### src/rtl/mem_arbiter_if.sv
`timescale 1ns/1ps
`default_nettype none
// ============================================================================
// Module      : mem_arbiter_if
// Description : One requester-side port of the memory arbiter: request and
//               operands from the requester, accept / completion back to it.
// Revision    : 1.0  initial release
// ============================================================================
interface mem_arbiter_if #(
   parameter int A_WIDTH = 32
);
   logic               req;
   logic [A_WIDTH-1:0] addr;
   logic [2:0]         bytes;
   logic               we;
   logic [31:0]        wd;
   logic               gnt;
   logic               rvalid;
   logic [31:0]        rdata;
   logic               err;

   // Requester side
   modport master (
      output req, addr, bytes, we, wd,
      input  gnt, rvalid, rdata, err
   );

   // Arbiter side
   modport slave (
      input  req, addr, bytes, we, wd,
      output gnt, rvalid, rdata, err
   );
endinterface
`default_nettype wire

### src/rtl/mem_arbiter.sv
`timescale 1ns/1ps
`default_nettype none
// ============================================================================
// Module      : mem_arbiter
// Description : Two-port (instruction fetch / data) arbiter in front of a
//               single-port RAM. IDLE accepts one request, ACCESS drives the
//               RAM for one cycle, RESP returns the completion to the owner.
//               Misaligned or illegal requests skip ACCESS and complete with
//               err set.
//               Build option MEM_ARB_RR_EN: round-robin on simultaneous
//               requests; otherwise the data port (p1) always wins.
// Revision    : 1.0  initial release
// ============================================================================
module mem_arbiter #(
   parameter int A_WIDTH = 32
) (
   input  logic               clk,
   input  logic               rst_n,
   mem_arbiter_if.slave       p0,
   mem_arbiter_if.slave       p1,
   output logic [A_WIDTH-1:0] ram_address,
   output logic [2:0]         ram_bytes,
   output logic               ram_we,
   output logic [31:0]        ram_wd,
   input  logic [31:0]        ram_dout,
   output logic               busy
);

   typedef enum logic [1:0] {
      IDLE   = 2'd0,
      ACCESS = 2'd1,
      RESP   = 2'd2
   } state_t;

   state_t             r_state;
   state_t             w_state_nxt;

   logic [A_WIDTH-1:0] r_addr;
   logic [2:0]         r_bytes;
   logic               r_we;
   logic [31:0]        r_wd;
   logic               r_port;
   logic               r_err;
   logic [31:0]        r_rdata;

   logic               w_any;
   logic               w_sel;
   logic               w_accept;
   logic [A_WIDTH-1:0] w_addr;
   logic [2:0]         w_bytes;
   logic               w_we;
   logic [31:0]        w_wd;
   logic               w_sel_err;
   logic               w_resp;

`ifdef MEM_ARB_RR_EN
   logic               r_last;
`endif

   // Illegal size codes, misalignment, and unsigned-size writes are errors
   function automatic logic f_is_err(input logic [2:0] bytes,
                                     input logic [1:0] a,
                                     input logic       we);
      logic e;
      case (bytes)
         3'b000:  e = 1'b0;
         3'b001:  e = a[0];
         3'b010:  e = |a;
         3'b100:  e = we;
         3'b101:  e = a[0] | we;
         default: e = 1'b1;
      endcase
      return e;
   endfunction

   // Port selection and selected-operand mux
   always_comb begin
      w_any = p0.req | p1.req;
`ifdef MEM_ARB_RR_EN
      // On a tie the port not granted last time wins
      if (p0.req && p1.req) w_sel = ~r_last;
      else                  w_sel = p1.req;
`else
      // Data port always wins a tie
      w_sel = p1.req;
`endif
      w_addr    = w_sel ? p1.addr  : p0.addr;
      w_bytes   = w_sel ? p1.bytes : p0.bytes;
      w_we      = w_sel ? p1.we    : p0.we;
      w_wd      = w_sel ? p1.wd    : p0.wd;
      w_sel_err = f_is_err(w_bytes, w_addr[1:0], w_we);
   end

   // State register
   always_ff @(posedge clk or negedge rst_n) begin
      if (!rst_n) r_state <= IDLE;
      else        r_state <= w_state_nxt;
   end

   // Next-state and accept decode
   always_comb begin
      w_state_nxt = r_state;
      w_accept    = 1'b0;
      case (r_state)
         IDLE: begin
            if (w_any) begin
               w_accept    = 1'b1;
               w_state_nxt = w_sel_err ? RESP : ACCESS;
            end
         end
         ACCESS:  w_state_nxt = RESP;
         RESP:    w_state_nxt = IDLE;
         default: w_state_nxt = IDLE;
      endcase
   end

   // Request latch and read-data capture at the end of ACCESS
   always_ff @(posedge clk or negedge rst_n) begin
      if (!rst_n) begin
         r_addr  <= '0;
         r_bytes <= 3'b000;
         r_we    <= 1'b0;
         r_wd    <= 32'h0;
         r_port  <= 1'b0;
         r_err   <= 1'b0;
         r_rdata <= 32'h0;
      end else if (w_accept) begin
         r_addr  <= w_addr;
         r_bytes <= w_bytes;
         r_we    <= w_we;
         r_wd    <= w_wd;
         r_port  <= w_sel;
         r_err   <= w_sel_err;
         r_rdata <= 32'h0;
      end else if (r_state == ACCESS) begin
         // Writes return zero data
         r_rdata <= r_we ? 32'h0 : ram_dout;
      end
   end

`ifdef MEM_ARB_RR_EN
   // Arbitration history; starts at port 1 so port 0 wins the first tie
   always_ff @(posedge clk or negedge rst_n) begin
      if (!rst_n)        r_last <= 1'b1;
      else if (w_accept) r_last <= w_sel;
   end
`endif

   // RAM side holds the last latched request; write strobe only in ACCESS
   assign ram_address = r_addr;
   assign ram_bytes   = r_bytes;
   assign ram_wd      = r_wd;
   assign ram_we      = (r_state == ACCESS) & r_we;
   assign busy        = (r_state != IDLE);

   // Grants are combinational in IDLE; gated by rst_n so reset silences them
   assign p0.gnt = w_accept & ~w_sel & rst_n;
   assign p1.gnt = w_accept &  w_sel & rst_n;

   // Completion is routed only to the owning port and only in RESP
   assign w_resp    = (r_state == RESP);
   assign p0.rvalid = w_resp & ~r_port;
   assign p1.rvalid = w_resp &  r_port;
   assign p0.err    = w_resp & ~r_port & r_err;
   assign p1.err    = w_resp &  r_port & r_err;
   assign p0.rdata  = (w_resp & ~r_port) ? r_rdata : 32'h0;
   assign p1.rdata  = (w_resp &  r_port) ? r_rdata : 32'h0;

endmodule
`default_nettype wire
### src/flat_wrapper.sv
// flat-port wrapper written by rule: the top's interface ports become plain ports
module mem_arbiter_flat 
#(
   parameter int A_WIDTH = 32
)
  (clk, rst_n, ram_address, ram_bytes, ram_we, ram_wd, ram_dout, busy, p0_req, p0_addr, p0_bytes, p0_we, p0_wd, p0_gnt, p0_rvalid, p0_rdata, p0_err, p1_req, p1_addr, p1_bytes, p1_we, p1_wd, p1_gnt, p1_rvalid, p1_rdata, p1_err);
  mem_arbiter_if #(.A_WIDTH(A_WIDTH)) p0_i ();
  mem_arbiter_if #(.A_WIDTH(A_WIDTH)) p1_i ();
  input  logic clk;
  input  logic rst_n;
  output logic [A_WIDTH-1:0] ram_address;
  output logic [2:0] ram_bytes;
  output logic ram_we;
  output logic [31:0] ram_wd;
  input  logic [31:0] ram_dout;
  output logic busy;
  input wire logic [$bits(p0_i.req)-1:0] p0_req;
  input wire logic [$bits(p0_i.addr)-1:0] p0_addr;
  input wire logic [$bits(p0_i.bytes)-1:0] p0_bytes;
  input wire logic [$bits(p0_i.we)-1:0] p0_we;
  input wire logic [$bits(p0_i.wd)-1:0] p0_wd;
  output wire logic [$bits(p0_i.gnt)-1:0] p0_gnt;
  output wire logic [$bits(p0_i.rvalid)-1:0] p0_rvalid;
  output wire logic [$bits(p0_i.rdata)-1:0] p0_rdata;
  output wire logic [$bits(p0_i.err)-1:0] p0_err;
  input wire logic [$bits(p1_i.req)-1:0] p1_req;
  input wire logic [$bits(p1_i.addr)-1:0] p1_addr;
  input wire logic [$bits(p1_i.bytes)-1:0] p1_bytes;
  input wire logic [$bits(p1_i.we)-1:0] p1_we;
  input wire logic [$bits(p1_i.wd)-1:0] p1_wd;
  output wire logic [$bits(p1_i.gnt)-1:0] p1_gnt;
  output wire logic [$bits(p1_i.rvalid)-1:0] p1_rvalid;
  output wire logic [$bits(p1_i.rdata)-1:0] p1_rdata;
  output wire logic [$bits(p1_i.err)-1:0] p1_err;
  assign p0_i.req = p0_req;
  assign p0_i.addr = p0_addr;
  assign p0_i.bytes = p0_bytes;
  assign p0_i.we = p0_we;
  assign p0_i.wd = p0_wd;
  assign p0_gnt = p0_i.gnt;
  assign p0_rvalid = p0_i.rvalid;
  assign p0_rdata = p0_i.rdata;
  assign p0_err = p0_i.err;
  assign p1_i.req = p1_req;
  assign p1_i.addr = p1_addr;
  assign p1_i.bytes = p1_bytes;
  assign p1_i.we = p1_we;
  assign p1_i.wd = p1_wd;
  assign p1_gnt = p1_i.gnt;
  assign p1_rvalid = p1_i.rvalid;
  assign p1_rdata = p1_i.rdata;
  assign p1_err = p1_i.err;
  mem_arbiter #(.A_WIDTH(A_WIDTH)) u_core (.clk(clk), .rst_n(rst_n), .p0(p0_i), .p1(p1_i), .ram_address(ram_address), .ram_bytes(ram_bytes), .ram_we(ram_we), .ram_wd(ram_wd), .ram_dout(ram_dout), .busy(busy));
endmodule
### config.mk
export PLATFORM = sky130hd
export DESIGN_NAME = mem_arbiter_flat
export DESIGN_NICKNAME = d
export VERILOG_FILES = /design/src/rtl/mem_arbiter_if.sv /design/src/rtl/mem_arbiter.sv /design/src/flat_wrapper.sv
export SDC_FILE = /design/constraint.sdc
export NUM_CORES = 1
export LEC_CHECK = 0
export CAP_MARGIN = 20
export CORE_AREA = 2 2 122 124
export DETAILED_ROUTE_END_ITERATION = 8
export DIE_AREA = 0 0 124 126
export MAX_ROUTING_LAYER = met4
export PLACE_DENSITY = 0.76
export SLEW_MARGIN = 10
export SYNTH_ARGS = -nofsm -noshare
export SYNTH_HDL_FRONTEND = slang
export SYNTH_SLANG_ARGS = --single-unit
### constraint.sdc
create_clock -name clk -period 2.53 [get_ports clk]
set_clock_uncertainty 0.2 [all_clocks]
set_input_delay 0.506 -clock clk [delete_from_list [all_inputs] [get_ports clk]]
set_output_delay 0.506 -clock clk [all_outputs]
set_load 0.02 [all_outputs]
==> results.md, run 1 <==
* Largest net degree at the start of global routing at 63
* Critical path cell sequence: dlygate4sd3_1 > buf_4 > nor3b_1 > dlygate4sd1_1
* Setup_tns at 0 ns
* Count of cell types in the netlist at 32
* Count of pins over their slew limit at 0
* FF+latch count, synth at between 100 and 150
* Slew margin rel. at 27.3%
* Critical path class: primary input to output pin
* TritonCTS clock tree: done
* Status: complete, no violations
* Peak VDD IR at 663 uV
* First-pass GRT wire length at ~28,000 um
* Overall global routing resource usage at 23.7%
* Clock Sinks at between 100 and 150
* FF-to-FF End: u_core.ram_wd[2]
* Final hold vios at 0
* Gate Count Post-Synth at roughly 500
* Remaining global-route overflow at 0
* Fillers at around 1,200
* Seq/Total Area, Yosys at a little over half
* Worst Tran Pin Value at about 1.1 ns
* Clock buffer count from CTS at 9
* CP Capture Point: p0_gnt
* Design area at between 8000 and 9000 sq um
* HP Class: register to register
* I/O Pins at just over 300
* Met3 Routed Length at between 1500 and 2000 um
* Cell area after synthesis at around 5000 sq um
* Gpl congestion at ~0.84
* Post-route ant nets at 0
* Slowest cell delay on critical path at around 0.56 ns
* Die height at 126 um
* Nets at 960
* WL met1 at roughly 6800 um
* Share of the synthesized area in the top cell type at between 50% and 60%
* Area Overhead vs Synth at 71.4%
* Clock slew at reported path FFs at about 0.060 ns
* Worst slack, placed at -0.160 ns
* Chip width at ~120 um
* Synthesis Warnings at 0
* Initial core utilization at 34.7%
* DR WL/cell at approximately 19 um
* Critical R2R Launch: u_core.r_state[0]
* Syn avg cell area at approximately 10 sq um
* Met2 wire len at approximately 9500 um
* Uppermost layer routed: met4
* Critical Path Fanout Max at 5
* Setup Fix Bufs, Post-CTS at 0
* Syn nets at around 670
* Leakage at approximately 0.0037 uW
* Synth top area cells: dfrtp_1, o22ai_1, and2_1
* Final design utilization at roughly three fifths
* Vias at around 5,400
* Skew-Pair Late Insertion Delay at around 0.34 ns
* Pwr/cell area at ~900 nW/um^2
* WHS at roughly 0.30 ns
* Row count at between 40 and 50
* Drt first pass iters at 5
* CP Launch Point: rst_n
* Slowest CP cell: dlygate4sd3_1
* Data arrival time of the worst path at 1.76 ns
* Slack of the worst reg-to-reg path at 0.34 ns
* Nature of the critical path endpoint: output pin
* DRC viols at 0
* Period utilisation layout at a little over nine tenths
* Critical Path Source Type: primary input
* Placed cell areas at 8300 sq um
* R2R depth at 7
* Layout cell share with drive strength beyond 1 at between 6 and 7%
* WL final at approximately 18,000 um
* Drt initial violations at a little over 300
* Fmax at between 400 and 500 MHz
* Max Root-Sink Buffers at 2
* Max Cap Violations at 0
* Port Buf Inserts at 310
* HPWL after detailed placement at roughly 14,000 um
* Final worst slack at ~0.064 ns
* Initial antenna violation count at 1
* Die ar. at 15,600 sq um
* Core ar. at 14,300 sq um
* RSZ-0062 raised after global routing: no
* H-tree levels at 3
* Vias in the first global route at between 5,000 and 6,000
* CTS Root Cell: clkbuf_16
* Leading area contributor after synthesis: dfrtp_1
* Crit path required time at 1.82 ns
* Vias per cell at roughly 5.5
* Finish-stage setup viols at 0
* Post-layout minimum cycle time at around 2.5 ns
==> power by group <==
| group | internal (uW) | switching, uW | total, uW |
|---|---|---|---|
| sequential | 2240 | 491 | 2730 |
| clock | 788 | 599 | 1390 |
| combinational | 1730 | 1840 | 3570 |
| total | 4760 | 2930 | 7690 |
==> registers in the layout (all words and copies together), names as in the netlist <==
name                cells
u_core.r_port           1
u_core.ram_address     32
u_core.r_err            1
u_core.r_we             1
u_core.ram_wd          32
u_core.ram_bytes        3
u_core.r_state          2
u_core.r_rdata         32
==> placed cells by master, fill, tap and decap left out, types with 2 or more instances in the layout <==
cell type and instances:
and2_1 66, nor2_1 2, a21oi_1 62, nand3b_1 13, buf_12 4, clkbuf_16 9
a221oi_1 2, nand2_2 2, dlygate4sd2_1 50, clkdlybuf4s15_1 12, o21ai_1 5, inv_1 3
o22ai_1 111, clkdlybuf4s50_1 237, dfrtp_2 2, clkbuf_2 7, dfrtp_1 102, mux2i_1 6
nand2_1 7, a22o_1 32, o21ai_0 14, buf_4 17
==> per-layer routing <==
layer	global-route usage [%]	vias to the layer above
li1	-	2470
met5	-	-
met3	5.34	44
met1	25.7	2613
met2	41.6	265
met4	9.78	0
==> synthesized netlist by cell type, drive strengths merged <==
cell,instances
o22ai,111
dfrtp,104
and2,66
a21oi,62
a22o,32
clkbuf,31
buf,19
o21ai,19
nand3b,13
nand2,9
mux2i,6
inv,4
nor2,4
a221oi,2
mux2,2
nor3b,2
and3,1
and3b,1
nand2b,1
nor2b,1
nor3,1
nor4,1
o31ai,1
o32a,1
o41ai,1
or2,1
==> what timing repair did <==
item                                    4_1_cts  5_1_grt
cloned                                        0        0
hold buffers                                  1        0
hold endpoints to repair                     19        0
endpoints found under the setup margin       70       36
resized for setup                            72       30
==> worst min path at each step <==
stage | cells after the start | end | slack, ns | from
detailed placement | 2 | u_core.r_state[0] | 0.29 | rst_n
global placement | 2 | u_core.r_state[0] | 0.28 | rst_n
floorplan | 0 | u_core.r_err | 0.01 | rst_n
global route | 2 | u_core.ram_address[0] | 0.33 | u_core.ram_address[0]
finish | 2 | u_core.ram_bytes[2] | 0.30 | u_core.ram_bytes[2]
CTS | 2 | u_core.ram_bytes[2] | 0.31 | u_core.ram_bytes[2]
==> worst max-delay path: cells and delay by family <==
kind	cells	cell delay [ns]
buffers and inverters	3	1.07
and+or+nand+nor	1	0.18
==> layout make-up <==
cell class	count	area [sq um]	share of cell area, %
timing repair buffer	331	3210	37.7
sequential	104	2610	30.6
multi-input combinational	338	2160	25.4
clock buffer	10	239	2.81
tap	184	230	2.70
clock inverter	4	55.1	0.646
inverter	4	15.0	0.176
antenna	1	2.50	0.0294
==> metrics by stage <==
step / total power [uW] / instances
6_report: 7690 / 976
4_1_cts: 7750 / 975
5_1_grt: 8110 / 976
2_1_floorplan: 4470 / 496
3_3_place_gp: 6250 / 960
3_5_place_dp: 6360 / 960
==> cell families after synthesis <==
kind of cell / count (synthesis) / share of synthesized area, %
DFF: 104 / 52.4
and+or+nand+nor: 101 / 12.6
AOI/OAI and AO/OA: 229 / 28.8
muxes: 8 / 1.74
buffers and inverters: 54 / 4.51
Power figures use the tool's default switching activity.
==> inputs of run 2 (changes only) <==
Settings changed: CTS_CLUSTER_DIAMETER set to 80.
==> results of run 2 <==
Same layout as run 1: the final DEF is identical, and so are final timing and power.
==> inputs of run 3 (changes only) <==
Settings changed: CTS_BUF_LIST set to sky130_fd_sc_hd__clkbuf_8 sky130_fd_sc_hd__clkbuf_16, PLACE_DENSITY 0.76 to 0.83.
==> results.md, run 3 (synthesized netlist as in run 1, its figures left out) <==
* HPWL after detailed placement at 12,700 um (-5.9%)
* Count of pins over their slew limit at 0 (unchanged)
* Data arrival time of the worst path at 1.78 ns (+0.02 ns)
* Largest net degree at the start of global routing at 56 (-11%)
* Chip width at 124 um (unchanged)
* ANT cells at 0 (-1)
* Slowest CP cell: clkdlybuf4s50_1
* WL final at 17,400 um (-5.0%)
* Drt initial violations at 308 (+1.7%)
* Final Power at 7600 uW (-1.2%)
* Cell family with most CP delay: buffers and inverters
* Critical Path Source Type: primary input
* Drt first pass iters at 4 (-1)
* Critical path cell sequence: clkdlybuf4s50_1 > buf_4 > and3_1 > dlygate4sd2_1
* CTS Root Cell: clkbuf_16
* Port Buf Inserts at 310 (unchanged)
* Critical path class: primary input to output pin
* Die height at 126 um (unchanged)
* Final design utilization at 59.6% (+0.079 points)
* Max Cap Violations at 0 (unchanged)
* Clock Sinks at 104 (unchanged)
* Worst Tran Pin Value at 0.652 ns (-0.437 ns)
* Vias at 5,232 (-3.0%)
* CP bufs+invs at 3 (unchanged)
* Max Root-Sink Buffers at 2 (unchanged)
* Remaining global-route overflow at 0 (unchanged)
* Clock buffer count from CTS at 9 (unchanged)
* HP Class: register to register
* Leakage at 0.00374 uW (+1.2%)
* TritonCTS clock tree: done
* Crit path required time at 1.82 ns (about the same)
* Peak VDD IR at 612 uV (-7.8%)
* Period utilisation layout at 98.3% (+0.89 points)
* Nets at 962 (+0.21%)
* Row count at 44 (unchanged)
* Pwr/cell area at 890 nW/um^2 (-1.4%)
* Overall global routing resource usage at 23.0% (-0.76 points)
* Fmax at 402 MHz (-0.90%)
* Status: complete, no violations
* Most frequent cells in the layout: clkdlybuf4s50_1, o22ai_1, dfrtp_1
* Vias in the first global route at 5,127 (-6.6%)
* Die ar. at 15,600 sq um (unchanged)
* Initial antenna violation count at 0 (-1)
* Setup_tns at 0 ns (unchanged)
* First-pass GRT wire length at 26,900 um (-3.8%)
* DR WL/cell at 17.8 um (-5.2%)
* DRC viols at 0 (unchanged)
* Critical Path Fanout Max at 9 (+4)
* Slew margin rel. at 56.5% (+29 points)
* Vias per cell at 5.34 (-3.3%)
* Finish-stage setup viols at 0 (unchanged)
* Slowest cell delay on critical path at 0.53 ns (-0.03 ns)
* Initial core utilization at 34.7% (unchanged)
* Skew-Pair Late Insertion Delay at 0.34 ns (about the same)
* Nature of the critical path endpoint: output pin
* Layout cell share with drive strength beyond 1 at 6.54% (-0.41 points)
* Area Overhead vs Synth at 71.6%
* Most common cell after layout, fill and taps aside: clkdlybuf4s50_1
* Post-layout minimum cycle time at 2.49 ns (+0.0225 ns)
* Gpl congestion at 0.841 (+0.72%)
* Core ar. at 14,300 sq um (unchanged)
* Final hold vios at 0 (unchanged)
* H-tree levels at 3 (unchanged)
* I/O Pins at 311 (unchanged)
* RSZ-0062 raised after global routing: no
* Post-route ant nets at 0 (unchanged)
* Clock slew at reported path FFs at 0.07 ns (about the same)
run 3: changes by cell type in the layout (fill, tap and decap cells not counted), sizes merged, moves of 2 or more:
cell | previous run | this run
dlygate4sd2 | 50 | 65
buf | 22 | 24
clkdlybuf4s15 | 12 | 3
inv | 5 | 7
clkbuf | 17 | 12
run 3: worst paths after layout:
check                           slack, ns                     to  cells past startpoint             startpoint
worst min-delay path                 0.29  u_core.ram_address[1]                      2  u_core.ram_address[1]
worst min register to register       0.29  u_core.ram_address[1]                      2  u_core.ram_address[1]
worst max register to register       0.38       u_core.ram_wd[6]                      7      u_core.r_state[0]
max in group asynchronous            0.99      u_core.ram_wd[18]                      3                  rst_n
min in group asynchronous            0.50  u_core.ram_address[6]                      3                  rst_n
worst max-delay path                 0.04                 p1_gnt                      4                 p1_req
run 3: power by group:
part	internal, uW	switching [uW]
clock network	690	621
logic	1740	1840
registers	2240	465
run 3: final cells by class:
| class | instances | area (sq um) |
|---|---|---|
| tap | 184 | 230 |
| clock inverter | 6 | 36.3 |
| clock buffer | 10 | 239 |
| sequential | 104 | 2610 |
| timing repair buffer | 333 | 3240 |
| fill | 1252 | 5780 |
| inverter | 4 | 15.0 |
| multi-input combinational | 338 | 2160 |
run 3: per-stage QoR:
stage	instance area [sq um]	std cells	hold slack [ns]	worst slack [ns]
6_report	8530	979	0.295	0.0419
3_5_place_dp	8330	962	0.280	-0.245
2_1_floorplan	4970	496	0.0104	0.241
3_3_place_gp	8330	962	0.269	-0.261
5_1_grt	8530	979	0.320	0.00368
4_1_cts	8530	979	0.299	0.0260
run 3: worst min-delay path, stage by stage, from the launching register on:
cell,delay (ns)
dfrtp_1,0.35
nand2_1,0.05
o21ai_1,0.06
run 3: routing by layer:
| layer | vias to the layer above | global-route usage [%] | part of all wire, % | routed length (um) |
|---|---|---|---|---|
| met4 | 0 | 8.79 | 2.7 | 468 |
| li1 | 2475 | - | - | - |
| met3 | 32 | 4.85 | 8.0 | 1390 |
| met5 | - | - | 0 | 0 |
| met2 | 233 | 38.6 | 50 | 8720 |
| met1 | 2492 | 26.8 | 39 | 6840 |
run 3: timing repair:
item / CTS / global route
hold buffers: 1 / 0
cloned: 0 / 0
buffers inserted: 0 / 0
endpoints found under the hold margin: 12 / 0
resized for setup: 72 / 9
endpoints found under the setup margin: 70 / 9
